==> config.mk <==
export PLATFORM = sky130hd
export DESIGN_NAME = i2s_rx
export DESIGN_NICKNAME = d
export VERILOG_FILES = /design/src/rtl/i2s_rx.sv
export SDC_FILE = /design/constraint.sdc
export NUM_CORES = 1
export LEC_CHECK = 0
export ABC_AREA = 1
export CORE_ASPECT_RATIO = 2
export CORE_MARGIN = 8
export CORE_UTILIZATION = 55
export CTS_CLUSTER_SIZE = 8
export DETAILED_ROUTE_END_ITERATION = 8
export GPL_TIMING_DRIVEN = 0
export PLACE_DENSITY = 0.82
export SYNTH_ARGS = -nofsm -noshare
export SYNTH_HDL_FRONTEND = slang
export SYNTH_SLANG_ARGS = --single-unit
==> constraint.sdc <==
create_clock -name clk -period 1.75 [get_ports clk]
set_clock_uncertainty 0.15 [all_clocks]
set_input_delay 0.35 -clock clk [delete_from_list [all_inputs] [get_ports clk]]
set_output_delay 0.35 -clock clk [all_outputs]
set_load 0.1 [all_outputs]
==> src/rtl/i2s_rx.sv <==
// I2S receiver: oversamples codec SCLK/LRCLK/DOUT on the system clock and
// presents signed left/right pairs on a valid/ready interface.
module i2s_rx #(
   parameter int DATA_W  = 16,
   parameter int TIMEOUT = 1024
) (
   input  logic              clk,
   input  logic              reset_n,
   input  logic              I2S_SCLK,
   input  logic              I2S_LRCLK,
   input  logic              I2S_DOUT,
   input  logic              sample_ready,
   output logic [DATA_W-1:0] left_out,
   output logic [DATA_W-1:0] right_out,
   output logic              sample_valid,
   output logic              overrun,
   output logic              frame_err,
   output logic              locked
);

   localparam int CW = $clog2(DATA_W + 1);
   localparam int TW = $clog2(TIMEOUT + 1);
   localparam logic [CW-1:0] FULL   = CW'(DATA_W);
   localparam logic [TW-1:0] TO_MAX = TW'(TIMEOUT);

   typedef enum logic [1:0] {ALIGN, LEFT, RIGHT} state_e;

   state_e state_q, state_d;

   logic sclk_s1_q, sclk_s2_q, sclk_dl_q;
   logic lr_s1_q, lr_s2_q;
   logic dout_s1_q, dout_s2_q;

   logic              lr_prev_q, lr_prev_d;
   logic [CW-1:0]     cnt_q, cnt_d;
   logic [DATA_W-1:0] sh_q, sh_d;
   logic [DATA_W-1:0] left_hold_q, left_hold_d;
   logic              left_ok_q, left_ok_d;
   logic [TW-1:0]     to_cnt_q, to_cnt_d;
   logic [DATA_W-1:0] left_out_q, left_out_d;
   logic [DATA_W-1:0] right_out_q, right_out_d;
   logic              valid_q, valid_d;
   logic              overrun_q, overrun_d;
   logic              frame_err_q, frame_err_d;

   logic sclk_rise;
   logic lr;
   logic dout;
   logic full;
   logic publish;

   assign sclk_rise = sclk_s2_q & ~sclk_dl_q;
   assign lr        = lr_s2_q;
   assign dout      = dout_s2_q;
   assign full      = (cnt_q == FULL);

   always_comb begin
      state_d     = state_q;
      lr_prev_d   = lr_prev_q;
      cnt_d       = cnt_q;
      sh_d        = sh_q;
      left_hold_d = left_hold_q;
      left_ok_d   = left_ok_q;
      to_cnt_d    = to_cnt_q;
      publish     = 1'b0;
      frame_err_d = 1'b0;

      if (sclk_rise) begin
         to_cnt_d  = '0;
         lr_prev_d = lr;
         if (lr != lr_prev_q) begin
            // boundary rise carries the previous slot's LSB; drop it
            cnt_d = '0;
            unique case (state_q)
               ALIGN: begin
                  if (!lr) state_d = LEFT;
               end
               LEFT: begin
                  if (lr) begin
                     if (full) begin
                        left_hold_d = sh_q;
                        left_ok_d   = 1'b1;
                     end else begin
                        frame_err_d = 1'b1;
                        left_ok_d   = 1'b0;
                     end
                     state_d = RIGHT;
                  end
               end
               RIGHT: begin
                  if (!lr) begin
                     if (left_ok_q && full) publish = 1'b1;
                     else if (!full) frame_err_d = 1'b1;
                     state_d = LEFT;
                  end
               end
               default: state_d = ALIGN;
            endcase
         end else if (!full) begin
            sh_d  = {sh_q[DATA_W-2:0], dout};
            cnt_d = cnt_q + CW'(1);
         end
      end else if (to_cnt_q == TO_MAX) begin
         state_d   = ALIGN;
         cnt_d     = '0;
         left_ok_d = 1'b0;
      end else begin
         to_cnt_d = to_cnt_q + TW'(1);
      end
   end

   always_comb begin
      left_out_d  = left_out_q;
      right_out_d = right_out_q;
      overrun_d   = overrun_q;
      valid_d     = valid_q & ~sample_ready;
      if (publish) begin
         left_out_d  = left_hold_q;
         right_out_d = sh_q;
         valid_d     = 1'b1;
         if (valid_q && !sample_ready) overrun_d = 1'b1;
      end
   end

   always_ff @(posedge clk) begin
      if (!reset_n) begin
         state_q     <= ALIGN;
         sclk_s1_q   <= 1'b0;
         sclk_s2_q   <= 1'b0;
         sclk_dl_q   <= 1'b0;
         lr_s1_q     <= 1'b0;
         lr_s2_q     <= 1'b0;
         dout_s1_q   <= 1'b0;
         dout_s2_q   <= 1'b0;
         lr_prev_q   <= 1'b0;
         cnt_q       <= '0;
         sh_q        <= '0;
         left_hold_q <= '0;
         left_ok_q   <= 1'b0;
         to_cnt_q    <= '0;
         left_out_q  <= '0;
         right_out_q <= '0;
         valid_q     <= 1'b0;
         overrun_q   <= 1'b0;
         frame_err_q <= 1'b0;
      end else begin
         state_q     <= state_d;
         sclk_s1_q   <= I2S_SCLK;
         sclk_s2_q   <= sclk_s1_q;
         sclk_dl_q   <= sclk_s2_q;
         lr_s1_q     <= I2S_LRCLK;
         lr_s2_q     <= lr_s1_q;
         dout_s1_q   <= I2S_DOUT;
         dout_s2_q   <= dout_s1_q;
         lr_prev_q   <= lr_prev_d;
         cnt_q       <= cnt_d;
         sh_q        <= sh_d;
         left_hold_q <= left_hold_d;
         left_ok_q   <= left_ok_d;
         to_cnt_q    <= to_cnt_d;
         left_out_q  <= left_out_d;
         right_out_q <= right_out_d;
         valid_q     <= valid_d;
         overrun_q   <= overrun_d;
         frame_err_q <= frame_err_d;
      end
   end

   assign left_out     = left_out_q;
   assign right_out    = right_out_q;
   assign sample_valid = valid_q;
   assign overrun      = overrun_q;
   assign frame_err    = frame_err_q;
   assign locked       = (state_q != ALIGN);

endmodule

==> summary.md, run 1 <==
| Metric | Value |
|---|---|
| Post-synthesis sequential area ratio | `0.512` |
| Synth unique cells | `30` |
| Worst skew pair latency | `0.33 ns` |
| First-pass GRT wire length | `14,400 µm` |
| Synth Register Bits | `94` |
| Post-layout nets | `543` |
| Syn. warnings | `0` |
| Fin util | `0.702` |
| Syn avg cell area | `7.73 µm²` |
| Setup Viol. Count Final | `0` |
| Rows | `42` |
| Most common cell after layout, fill and taps aside | `nor2_1` |
| Root Buffer | `clkbuf_16` |
| Share of flip-flops with an asynchronous set or reset | `0` |
| # port buffers | `41` |
| Most frequent cells in the layout | `nor2_1 (163), dfxtp_1 (91), nand2_1 (43)` |
| Average wire per standard cell | `14.2 µm` |
| H-Tree Level Count | `3` |
| Largest delay share family, worst path | `simple AND/OR/NAND/NOR gates` |
| Pint | `3.74 mW` |
| Num CTS Buffers | `9` |
| GR Util met1 | `0.176` |
| Initial antenna violation count | `0` |
| Simple-Gate Fraction of Synth Area | `0.270` |
| Startpoint class of the critical path | `flip-flop` |
| Clock Pin Slew Worst Setup and Hold Paths | `0.06 ns` |
| Ports | `42` |
| RSZ-0062 raised after global routing | `true` |
| Top cell type's share of synthesized area | `0.512` |
| Sequential share of power | `0.470` |
| Drt drc | `0` |
| GRT Total Usage | `0.188` |
| Hold Crit Class | `reg2reg` |
| First drt pass iteration count | `4` |
| Post-Synth Adder-Cell Area | `0.0238` |
| DP HPWL | `6150 µm` |
| Synth Area in XOR/XNOR | `0.0116` |
| Worst path max stage delay | `0.33 ns` |
| Largest net degree at the start of global routing | `15` |
| Top Usage Layer GRT | `met2` |
| Top post-synthesis cells by area | `dfxtp_1 (51%), nor2_1 (17%), o21ai_0 (6.9%)` |
| Slew Viols, Final | `0` |
| Area grow syn2layout | `25.3%` |
| Clk network pwr share | `0.478` |
| Peak supply drop | `1.03 mV` |
| Vias per cell | `5.18` |
| Layout cell share with drive strength beyond 1 | `0.193` |
| Net Sw Power | `0.964 mW` |
| FMAX | `579 MHz` |
| Die Area | `0.00972 mm²` |
| Die width | `73.8 µm` |
| Final hold vios | `0` |
| Buf/Inv on CP | `1` |
| EDFF count, synth | `0` |
| Min cycle time layout | `1.73 ns` |
| Critical path required time | `1.86 ns` |
| Via count | `3,227` |
| Met2 GRT Util | `0.353` |
| Post-synthesis cell count | `476` |
| Most used cell, CP | `nand2_1` |
| Mux contribution to synthesized area | `0` |
| Critical path's slowest cell | `dfxtp_2` |
| Synth area leader | `dfxtp_1` |
| Total global routing overflow | `0` |
| Syn Nets | `489` |
| Count of hold buffers inserted by post-cts repair | `0` |
| Final worst path period share | `0.987` |
| Final wirelength | `8850 µm` |
| Power Density | `1020 mW/mm²` |
| Worst-Margin Slew | `0.545 ns` |
| Worst hold slack | `0.271 ns` |
| Crit end category | `flip-flop` |
| Logic pwr share | `0.051` |
| Vert. Die Dim | `132 µm` |
| Compound-Gate Fraction of Synth Area | `0.114` |
| Vias in the first global route | `3,251` |
| Mapped cell area | `0.00368 mm²` |
| Status | `finished, final reports clean` |
| Sinks on Clock Net | `94` |
| Drt initial violations | `193` |
| Leakage power | `1.92 nW` |
| N_diodes | `0` |
| Maxcap violations | `0` |
| Top_reg_cell synth | `dfxtp_1` |
| Final GP Congestion | `0.858` |
| Critical Path AT | `1.84 ns` |
| CP Max Fanout | `5` |
| Crit Path Class | `reg2reg` |
| Largest family of logic cells by synthesized area | `simple AND/OR/NAND/NOR gates` |
| Crit path cell chain | `inv_1 -> ha_2 -> nand3_4 -> nor2_8 -> nand2_1 -> nand2_2 -> nand2_1 -> a21oi_2` |
| Worst slew margin | `0.638` |
| Core area | `0.00657 mm²` |
| Max Root-Sink Buffers | `2` |
| Grt met3 use | `0.0434` |
| Switching Fraction | `0.205` |
| CTS tree | `done` |
| Antenna viol nets, final | `0` |
| Initial Util | `0.560` |
routing by layer:
layer,wire (µm),up-vias
met3,322,32
met1,3200,1489
met2,5000,89
met5,0,-
met4,330,0
li1,-,1617
worst reg2reg max path: stages (launching register included):
cell,delay (ns)
dfxtp_2,0.33
inv_1,0.09
ha_2,0.20
nand3_4,0.15
nor2_8,0.19
nand2_1,0.12
nand2_2,0.14
nand2_1,0.11
a21oi_2,0.17
cells by family (layout without fill, tap and decap cells):
kind of cell / after synthesis / after routing
AOI/OAI and AO/OA: 82 / 82
buffers and inverters: 52 / 111
xor gates and xnor gates: 4 / 4
and+or+nand+nor: 237 / 237
DFF: 94 / 94
adders and majority gates: 7 / 7
through the flow:
| stage | worst slack, ns | total power [mW] | area (µm²) | setup TNS, ns | cells |
|---|---|---|---|---|---|
| after detailed placement | -0.547 | 2.47 | 4200 | -20.89 | 605 |
| after global placement | -0.522 | 2.46 | 4200 | -18.56 | 605 |
| final | 0.0219 | 4.71 | 4610 | 0 | 623 |
| after global routing | -0.0378 | 4.86 | 4610 | -0.144 | 623 |
| after floorplan | 0.0883 | 2.41 | 3680 | 0 | 476 |
| after CTS | -0.00916 | 4.71 | 4610 | -0.00916 | 621 |
timing repair:
action	4_1_cts	5_1_grt
setup buffers	0	2
pin swaps	0	2
endpoints found under the setup margin	67	85
resized for setup	137	96
layout make-up:
class	instances	area [µm²]
multi-input cells	330	1620
fillers	517	1960
clock inverters	3	90.1
flip-flops and latches	94	1890
repair buffers	43	350
plain buffers	18	150
inverters	34	139
well taps	88	110
clock buffers	13	260
path summary, 6_finish.rpt:
check / from / end / slack (ns) / cells past startpoint
worst min register to register: dout_s1_q / dout / 0.27 / 2
worst max-delay path: cnt_q[0] / cnt_q[2] / 0.02 / 8
worst min-delay path: dout_s1_q / dout / 0.27 / 2
worst max register to register: cnt_q[0] / cnt_q[2] / 0.02 / 8
cells in the mapped netlist, types with 2 or more instances:
master / count
clkinv_2: 3
nand3_1: 11
o21bai_1: 2
dfxtp_1: 94
inv_1: 27
buf_6: 6
xor2_1: 2
nand2_1: 43
a211oi_1: 2
nand2_4: 2
clkbuf_2: 3
or2_2: 2
ha_1: 7
buf_2: 2
a21oi_1: 13
nor2_1: 166
clkbuf_1: 7
inv_2: 3
o21ai_0: 51
nor2_8: 2
o21ai_1: 14
nand4_1: 4
nand3_2: 3
registers in the layout (all words and copies together) (netlist names), 2 cells and up:
signal,cells
cnt_q,5
left_hold_q,16
left_out,16
right_out,16
sh_q,16
state_q,2
to_cnt_q,11
power groups by stage:
stage	Clock [mW]	Combinational, mW	Sequential [mW]
floorplan	0	0.159	2.25
global placement	0	0.207	2.25
detailed placement	0	0.216	2.26
CTS	2.27	0.226	2.21
global route	2.38	0.269	2.22
finish	2.25	0.242	2.21
(Power assumes the default switching activity.)
==> run 2: changes to the inputs <==
SLEW_MARGIN = 40   (was default)
==> summary.md, run 2 (same netlist as run 1, synthesis figures left out) <==
| Metric | Value |
|---|---|
| Area grow syn2layout | `21.9%` |
| Vias per cell | `5.18` |
| Fill cells | `526` |
| Vert. Die Dim | `132 µm` |
| Final worst path period share | `0.964` |
| Critical path required time | `1.25 ns` |
| Layout cell share with drive strength beyond 1 | `0.187` |
| Clock Pin Slew Worst Setup and Hold Paths | `0.06 ns` |
| Final wirelength | `8690 µm` |
| Worst skew pair latency | `0.34 ns` |
| Crit end category | `primary output` |
| Largest net degree at the start of global routing | `15` |
| Most common cell after layout, fill and taps aside | `nor2_1` |
| First drt pass iteration count | `4` |
| Status | `finished, final reports clean` |
| Startpoint class of the critical path | `flip-flop` |
| RSZ-0062 raised after global routing | `true` |
| H-Tree Level Count | `3` |
| Min cycle time layout | `1.69 ns` |
| GRT Total Usage | `0.191` |
| CTS tree | `done` |
| Slew Viols, Final | `0` |
| Num CTS Buffers | `9` |
| Drt initial violations | `231` |
| Crit path cell chain | `inv_1 -> ha_2 -> inv_2 -> buf_12` |
| Most frequent cells in the layout | `nor2_1 (163), dfxtp_1 (93), nand2_1 (43)` |
| Post-layout nets | `543` |
| Die Area | `0.00972 mm²` |
| Peak supply drop | `0.738 mV` |
| Worst-Margin Slew | `0.498 ns` |
| Reg-to-Reg End | `right_out[1]` |
| Fin cells | `622` |
| Crit Path Class | `reg2out` |
| Initial antenna violation count | `0` |
| FMAX | `593 MHz` |
| Ports | `42` |
| Power Density | `1040 mW/mm²` |
| Buf/Inv on CP | `3` |
| Critical Path AT | `1.19 ns` |
| Maxcap violations | `0` |
| Hold Crit Class | `reg2reg` |
| Final worst slack | `0.0624 ns` |
| N_diodes | `0` |
| # port buffers | `41` |
| Die width | `73.8 µm` |
| Fin util | `0.683` |
| Critical path's slowest cell | `dfxtp_1` |
| Final GP Congestion | `0.858` |
| DP HPWL | `6240 µm` |
| Drt drc | `0` |
| Core area | `0.00657 mm²` |
| DP Cell Count | `605` |
| Setup Viol. Count Final | `0` |
| Largest delay share family, worst path | `flip-flops` |
| R2R setup slack | `0.09 ns` |
| Worst hold path startpoint | `dout_s1_q` |
| Via count | `3,221` |
| Worst slew margin | `0.670` |
| Worst slack, placed | `-0.365 ns` |
| Cell count of the worst reg-to-reg path | `8` |
| Final hold vios | `0` |
| Root Buffer | `clkbuf_16` |
| Reg2Reg Launch Point | `cnt_q[1]` |
| First-pass GRT wire length | `14,600 µm` |
| Average wire per standard cell | `14.0 µm` |
| Power Total | `4.66 mW` |
| Antenna viol nets, final | `0` |
| Max Root-Sink Buffers | `2` |
| Worst Hold End | `dout` |
| Worst path max stage delay | `0.34 ns` |
| Sinks on Clock Net | `94` |
| Hold path cells | `2` |
| CP Max Fanout | `3` |
| Total global routing overflow | `0` |
| Rows | `42` |
| Setup TNS | `0 ns` |
| Vias in the first global route | `3,310` |
| Initial Util | `0.560` |
| Leakage power | `1.93 nW` |
==> run 2: cell types whose count changed in the layout (fill, tap and decap cells not counted), sizes merged <==
cell / change
clkdlybuf4s18: -13
clkdlybuf4s15: -4
clkinv: +1
buf: +15
==> run 2: repair_timing <==
action                                  4_1_cts  5_1_grt
endpoints found under the setup margin       49       65
cloned                                        0        0
gates resized for setup                      25       27
pin swaps                                     1        3
setup buffers                                 2        0
hold buffers                                  0        0
==> run 2: metrics by stage <==
step                      cell area, µm²  hold slack, ns
after floorplan                     3680           0.240
after global placement              4200           0.244
after detailed placement            4020           0.248
after CTS                           4420           0.278
after global routing                4490           0.290
final                               4490           0.269
==> run 2: area by class of cell <==
class                   count  area (µm²)  area share
flip-flops and latches     94        1880       0.420
multi-input cells         330        1620       0.362
repair buffers             43         260      0.0580
clock buffers              11         243      0.0541
inverters                  34         139      0.0310
plain buffers              18         131      0.0293
well taps                  88         110      0.0245
clock inverters             4        95.1      0.0212
==> run 2: layer usage <==
metal / track usage / share of wire / wire [µm] / vias up
met5: 0 / 0 / 0 / -
met4: 0.117 / 0.029 / 255 / 0
met3: 0.0396 / 0.042 / 365 / 22
met2: 0.359 / 0.57 / 4980 / 87
met1: 0.174 / 0.36 / 3090 / 1491
li1: - / - / - / 1621
==> run 2: worst min-delay path: stages, from the launching register on <==
cell	delay [ns]
dfxtp_1	0.31
nand2_1	0.05
inv_1	0.04
==> run 2: power by group <==
part / total (mW) / switching [mW] / internal, mW / leakage [nW]
combinational: 0.242 / 0.151 / 0.0909 / 1.00
clock: 2.21 / 0.781 / 1.42 / 0.166
sequential: 2.21 / 0.0353 / 2.18 / 0.761
==> run 2: how the worst max path moves through the flow <==
| stage | startpoint | to | cells after the start |
|---|---|---|---|
| 6_report | state_q[0] | locked | 4 |
| 5_1_grt | state_q[1] | left_hold_q[12] | 8 |
| 4_1_cts | state_q[0] | locked | 4 |
| 3_5_place_dp | reset_n | sh_q[8] | 5 |
| 3_3_place_gp | state_q[0] | locked | 4 |
| 2_1_floorplan | state_q[0] | locked | 3 |
==> run 3: changes to the inputs <==
MAX_ROUTING_LAYER = met4   (was default)
SKIP_LAST_GASP = 1   (was default)
==> summary.md, run 3 (same netlist as run 1, synthesis figures left out) <==
| Metric | Value |
|---|---|
| Status | `finished, final reports clean` |
| Setup TNS | `0 ns` |
| Die Area | `0.00972 mm²` |
| Rows | `42` |
| RSZ-0062 raised after global routing | `true` |
| H-Tree Level Count | `3` |
| Multi-input combinational cell area | `0.00162 mm²` |
| Maxcap violations | `0` |
| Crit path cell chain | `inv_1 -> ha_2 -> inv_2 -> buf_12` |
| Critical path's slowest cell | `dfxtp_1` |
| Peak supply drop | `0.733 mV` |
| DP HPWL | `6240 µm` |
| Root Buffer | `clkbuf_16` |
| Drt initial violations | `218` |
| CP Max Fanout | `3` |
| Vias in the first global route | `3,300` |
| Via count | `3,264` |
| Final wirelength | `8700 µm` |
| # port buffers | `41` |
| Hold Crit Class | `reg2reg` |
| Drt drc | `0` |
| Power Density | `1040 mW/mm²` |
| Slew Viols, Final | `0` |
| Setup Viol. Count Final | `0` |
| Buf/Inv on CP | `3` |
| Crit end category | `primary output` |
| N_diodes | `0` |
| Largest net degree at the start of global routing | `15` |
| Sinks on Clock Net | `94` |
| Most common cell after layout, fill and taps aside | `nor2_1` |
| Post-layout nets | `543` |
| Vias per cell | `5.25` |
| Placed inst area | `0.00402 mm²` |
| Vert. Die Dim | `132 µm` |
| GRT Total Usage | `0.196` |
| Worst path max stage delay | `0.34 ns` |
| Max Root-Sink Buffers | `2` |
| Ports | `42` |
| Final hold vios | `0` |
| Antenna viol nets, final | `0` |
| Total global routing overflow | `0` |
| Worst skew pair latency | `0.34 ns` |
| Fin util | `0.683` |
| Final worst path period share | `0.965` |
| Startpoint class of the critical path | `flip-flop` |
| Final GP Congestion | `0.872` |
| Critical Path AT | `1.19 ns` |
| CTS tree | `done` |
| Reg2Reg Launch Point | `cnt_q[1]` |
| Die width | `73.8 µm` |
| Num CTS Buffers | `9` |
| Worst setup startpoint | `state_q[0]` |
| Initial antenna violation count | `0` |
| FMAX | `592 MHz` |
| Clock Pin Slew Worst Setup and Hold Paths | `0.06 ns` |
| Worst slew margin | `0.669` |
| First drt pass iteration count | `6` |
| Min cycle time layout | `1.69 ns` |
| Critical path required time | `1.25 ns` |
| Worst-Margin Slew | `0.500 ns` |
| Most frequent cells in the layout | `nor2_1 (163), dfxtp_1 (93), nand2_1 (43)` |
| Average wire per standard cell | `14.0 µm` |
| Fill cells | `527` |
| Layout cell share with drive strength beyond 1 | `0.185` |
| Area occupied by registers | `0.00188 mm²` |
| Initial Util | `0.560` |
| Final instance area | `0.00448 mm²` |
| Crit Path Class | `reg2out` |
| Area grow syn2layout | `21.9%` |
| Worst hold path startpoint | `dout_s1_q` |
| Worst hold slack | `0.269 ns` |
| First-pass GRT wire length | `14,600 µm` |
| Leakage power | `1.93 nW` |
| Largest delay share family, worst path | `flip-flops` |
| Core area | `0.00657 mm²` |
run 3: area by class of cell:
class	instances	area share
plain buffers	18	0.0290
clock buffers	11	0.0541
clock inverters	4	0.0212
inverters	34	0.0310
multi-input cells	330	0.362
flip-flops and latches	94	0.420
well taps	88	0.0246
repair buffers	43	0.0580
run 3: where the power goes:
| part | total [mW] | switching (mW) | internal [mW] |
|---|---|---|---|
| Sequential | 2.21 | 0.0357 | 2.18 |
| Clock | 2.20 | 0.779 | 1.42 |
| Combinational | 0.242 | 0.151 | 0.0904 |
run 3: stage by stage:
stage,power (mW),setup slack [ns],std cells
floorplan,2.41,0.0883,476
global placement,2.46,-0.522,605
detailed placement,2.47,-0.365,605
CTS,4.67,-0.0742,622
global route,4.80,-0.0369,622
finish,4.66,0.0608,622
run 3: what timing repair did:
action	CTS	global route
gates resized for setup	23	27
hold buffers	0	0
buffers inserted	2	0
pin swaps	1	3
setup endpoints to repair	49	63
run 3: worst reg2reg max path, cell delays in order (launching register included):
cell and delay (ns):
dfxtp_1 0.36, inv_2 0.09, ha_4 0.14, nand3_4 0.14, nor2_8 0.16, buf_4 0.13, nand2_1 0.09, nand2_2 0.14
nand2_1 0.08, a21oi_1 0.13
run 3: worst paths after layout:
path               to  slack [ns]  cells after the start
max            locked        0.06                      4
min              dout        0.27                      2
max reg2reg  cnt_q[1]        0.08                      9
min reg2reg      dout        0.27                      2
run 3: routing by layer:
layer  vias up  share of wire  track usage
li1       1620              -            -
met1      1487           0.36        0.175
met2       118           0.56        0.360
met3        39          0.041       0.0305
met4         0          0.047        0.123
met5         -              0            -
==> RTL change 1, RTL diff (settings of run 1) <==
Take the reset off `left_hold_q` and load it in a clocked block of its own.
--- a/src/rtl/i2s_rx.sv
+++ b/src/rtl/i2s_rx.sv
@@ -137,3 +137,2 @@
          sh_q        <= '0;
-         left_hold_q <= '0;
          left_ok_q   <= 1'b0;
@@ -157,3 +156,2 @@
          sh_q        <= sh_d;
-         left_hold_q <= left_hold_d;
          left_ok_q   <= left_ok_d;
@@ -166,2 +164,6 @@
       end
+   end
+
+   always_ff @(posedge clk) begin
+      left_hold_q <= left_hold_d;
    end
Behaviour: same outputs for any inputs over 10 cycles, from zero or initial values and one cycle with reset_n low; that may be too few to reach the edited logic, so the function may still have changed.
==> RTL change 1 against run 1 <==
The flow now finishes with violations (setup timing); sequential cell count unchanged; total power increased by 1.2%; first-iteration DRC count increased by 3.6%; routed wire length decreased by 0.53%; synthesized cell count decreased by 5.7%; final area increased by 2.7%; setup slack got worse by 55 ps; area after synthesis increased by 0.51%; hold slack improved by 0.73 ps; critical path type unchanged; largest power group unchanged; highest routed layer unchanged.
==> RTL change 1: results (changes against run 1) <==
### Placement
• DP Cell Count: 578, -4.5%
• setup slack after placement: -547 ps, -0.0110 ps
• placed instance area: 4280 um^2, +1.8%

### Final layout
• fraction of final layout cells sized beyond drive strength 1: 22.4%, +3.2 points
• number of nets in the finished design: 526, -3.1%

### Timing
• final critical-path setup slack: -33.2 ps, -55.1 ps
• Final TNS setup: -248 ps, -248 ps
• Final Setup Violations: 11, +11
• worst hold-check slack: 272 ps, +0.733 ps
• measured slew at the worst slew-check pin: 551 ps, +6.08 ps

### Power and ir drop
• net switching power: 0.00104 W, +7.5%
• static leakage: 1.89 nW, -1.6%
• peak supply drop: 0.649 mV, -37%
• cell internal power dissipation: 0.00373 W, -0.41%

### Run status
• failing checks: setup timing
• outcome: finished with violations

### Worst setup path
• crit-path max cell delay: 350 ps, +20 ps
• slowest stage cell on the critical path: sky130_fd_sc_hd__dfxtp_4
• number of cells on the worst reg-to-reg path: 7, -1
• beginning of the worst register-to-register path: cnt_q[1]$_SDFFE_PN0P_

### GRT
• GR Layer Usage met1: 14.9%, -2.7 points
• GR met2 Demand/Resource: 37.1%, +1.8 points
• first-pass GRT wire length: 14.0 mm, -2.7%
• combined global-route utilization of all metal layers: 18.5%, -0.30 points

### Logic synthesis
• synth unique cells: 25, -17%
• Area contributors post-synth: sky130_fd_sc_hd__dfxtp_1, sky130_fd_sc_hd__edfxtp_1, sky130_fd_sc_hd__nor2_1
• Synth top cells by count: sky130_fd_sc_hd__nor2_1, sky130_fd_sc_hd__dfxtp_1, sky130_fd_sc_hd__nand2_1, sky130_fd_sc_hd__o21ai_0, sky130_fd_sc_hd__a21oi_1
• compound-gate portion of the synthesized area: 12.5%, +1.1 points
• Post-synth EDFFs: 16, +16

### Route
• amount of wire on met3 after detailed routing: 320 um, -0.62%
• overall routed net length: 8.80 mm, -0.53%
• via count of the routed design: 3158, -2.1%
• count of routing violations after the opening detailed-route iteration: 200, +3.6%
• detailed route wirelength on metal2: 5.30 mm, +6.0%

### CTS
• # Post-CTS Setup Buffers: 5, +5
• clock latency of the later-clocked register in the worst-skew pair: 350 ps, +20 ps

## RTL change 1: changes by cell type after synthesis, moves of 4 or more
| cell | change |
|---|---|
| sky130_fd_sc_hd__a21oi_1 | +20 |
| sky130_fd_sc_hd__inv_1 | +5 |
| sky130_fd_sc_hd__dfxtp_1 | -16 |
| sky130_fd_sc_hd__nand2_1 | +14 |
| sky130_fd_sc_hd__nor3_1 | +4 |
| sky130_fd_sc_hd__o21ai_1 | -10 |
| sky130_fd_sc_hd__edfxtp_1 | +16 |
| sky130_fd_sc_hd__nand4_1 | +5 |
| sky130_fd_sc_hd__nor2_1 | -57 |
## RTL change 1: cell type report
cell class | instances | area (um^2)
Clock inverter | 7 | 126
Tap cell | 88 | 110
Clock buffer | 9 | 225
Sequential cell | 94 | 2050
Inverter | 39 | 158
Fill cell | 505 | 1840
Buffer | 17 | 125
Timing Repair Buffer | 52 | 420
Multi-Input combinational cell | 299 | 1520
==> RTL change 2, RTL diff (flow settings as in run 1) <==
Without the edit above. The parameter `DATA_W` goes from 16 to 32.
--- a/src/rtl/i2s_rx.sv
+++ b/src/rtl/i2s_rx.sv
@@ -3,3 +3,3 @@
 module i2s_rx #(
-   parameter int DATA_W  = 16,
+   parameter int DATA_W  = 32,
    parameter int TIMEOUT = 1024
Ports: changed (resized left_out and right_out); port bits go from 42 to 74. No check against the original RTL was run, so the function may have changed too.
==> RTL change 2 against run 1 <==
The flow now finishes with violations (setup timing); maximum frequency decreased by 12%; hold slack got worse by 11 ps; final area increased by 70%; area after synthesis increased by 62%; count of clock-buffer cells in the layout increased by 9; sequential cell count increased by 65; cell count increased by 65%; via count increased by 78%; sequential power increased by 69%; setup slack got worse by 240 ps; total power increased by 64%; global-route usage increased by 1.9 points; utilization increased by 2.7 points; routed wire length increased by 93%; critical path type unchanged; critical endpoint is now sh_q[15]$_SDFFE_PN0P_; highest routed layer unchanged.
==> RTL change 2: results (changes against run 1) <==
### Run status
• outcome: finished with violations
• failing checks: setup timing

### Logic synthesis
• Area contributors post-synth: sky130_fd_sc_hd__dfxtp_1, sky130_fd_sc_hd__nor2_1, sky130_fd_sc_hd__o21ai_0
• sequential area share after synthesis: 53.4%, +2.3 points
• adder-cell share of the synthesized area: 1.68%, -0.70 points
• Synth top cells by count: sky130_fd_sc_hd__nor2_1, sky130_fd_sc_hd__dfxtp_1, sky130_fd_sc_hd__o21ai_0, sky130_fd_sc_hd__inv_1, sky130_fd_sc_hd__o21ai_1
• xor and xnor area share after synthesis: 0.441%, -0.72 points

### Power and ir drop
• static leakage: 3.60 nW, +87%
• peak supply drop: 0.846 mV, -18%

### Route
• detailed route wirelength on metal2: 8.66 mm, +73%
• detailed-routing iteration count for the pre-antenna-repair pass: 7, +3
• routed len/inst: 16.6 um, +17%
• detailed-route wire length on metal 1: 6.46 mm, +100%
• Via-to-Cell Ratio: 5.56, +7.3%

### Timing
• Final Setup Violations: 73, +73
• final critical-path setup slack: -213 ps, -235 ps

### GRT
• number of global-route vias before repair: 5264, +62%
• maximum number of pins on one net before global-route repair: 17, +2
• combined global-route utilization of all metal layers: 20.7%, +1.9 points

### Worst setup path
• beginning of the worst register-to-register path: lr_prev_q$_SDFFE_PN0N_
• Reg2Reg Capture Point: sh_q[15]$_SDFFE_PN0P_
• number of cells on the worst reg-to-reg path: 10, +2

### CTS
• number of CTS-inserted buffers: 17, +8

### Final layout
• number of nets in the finished design: 892, +64%

### Placement
• half-perimeter wire length of the detailed placement result: 9.52 mm, +55%
• routability congestion estimate from global placement: 0.858, about the same

==> RTL change 2: worst register-to-register path, cell delays in order (launching register included) <==
cell and delay [ps]:
sky130_fd_sc_hd__dfxtp_2 360, sky130_fd_sc_hd__inv_2 50, sky130_fd_sc_hd__nand2_1 110, sky130_fd_sc_hd__nand2_4 80, sky130_fd_sc_hd__nor2_4 190, sky130_fd_sc_hd__inv_2 90, sky130_fd_sc_hd__nor2_4 220, sky130_fd_sc_hd__clkinv_4 140
sky130_fd_sc_hd__buf_6 170, sky130_fd_sc_hd__nor2_1 190, sky130_fd_sc_hd__nor2_1 90
==> RTL change 2: timing repair <==
action	in CTS	in global routing
cloned	2	5
setup buffers	5	6
setup endpoints to repair	202	137
gates resized for setup	402	138
pin swaps	3	32
==> RTL change 2: logic make-up (layout without fill, tap and decap cells) <==
group	after synthesis	in the layout
DFF	159	159
xor gates and xnor gates	3	3
buffers and inverters	115	236
adders and majority gates	8	8
and+or+nand+nor	301	301
AOI/OAI and AO/OA	184	184
==> RTL change 2: area by class of cell <==
class                   instances  area (um^2)
multi-input cells             496         2530
well taps                     140          175
clock buffers                  22          484
fillers                       709         2910
plain buffers                  41          367
flip-flops and latches        159         3200
inverters                      73          287
clock inverters                10          100
repair buffers                 90          687
==> RTL change 2: through the flow <==
stage	cell area, um^2	cells	worst slack [ps]
finish	7830	1031	-213
detailed placement	6870	983	-661
CTS	7350	1022	-38.2
global route	7830	1031	-242
global placement	6870	983	-586
floorplan	5960	770	56.6
==> RTL change 2: power breakdown <==
group / total [W] / switching (W) / leakage, nW / internal (W)
logic: 0.000336 / 0.000218 / 2.02 / 0.000118
clock network: 0.00365 / 0.00152 / 0.288 / 0.00213
registers: 0.00373 / 0.0000593 / 1.29 / 0.00367
total: 0.00771 / 0.00179 / 3.60 / 0.00592
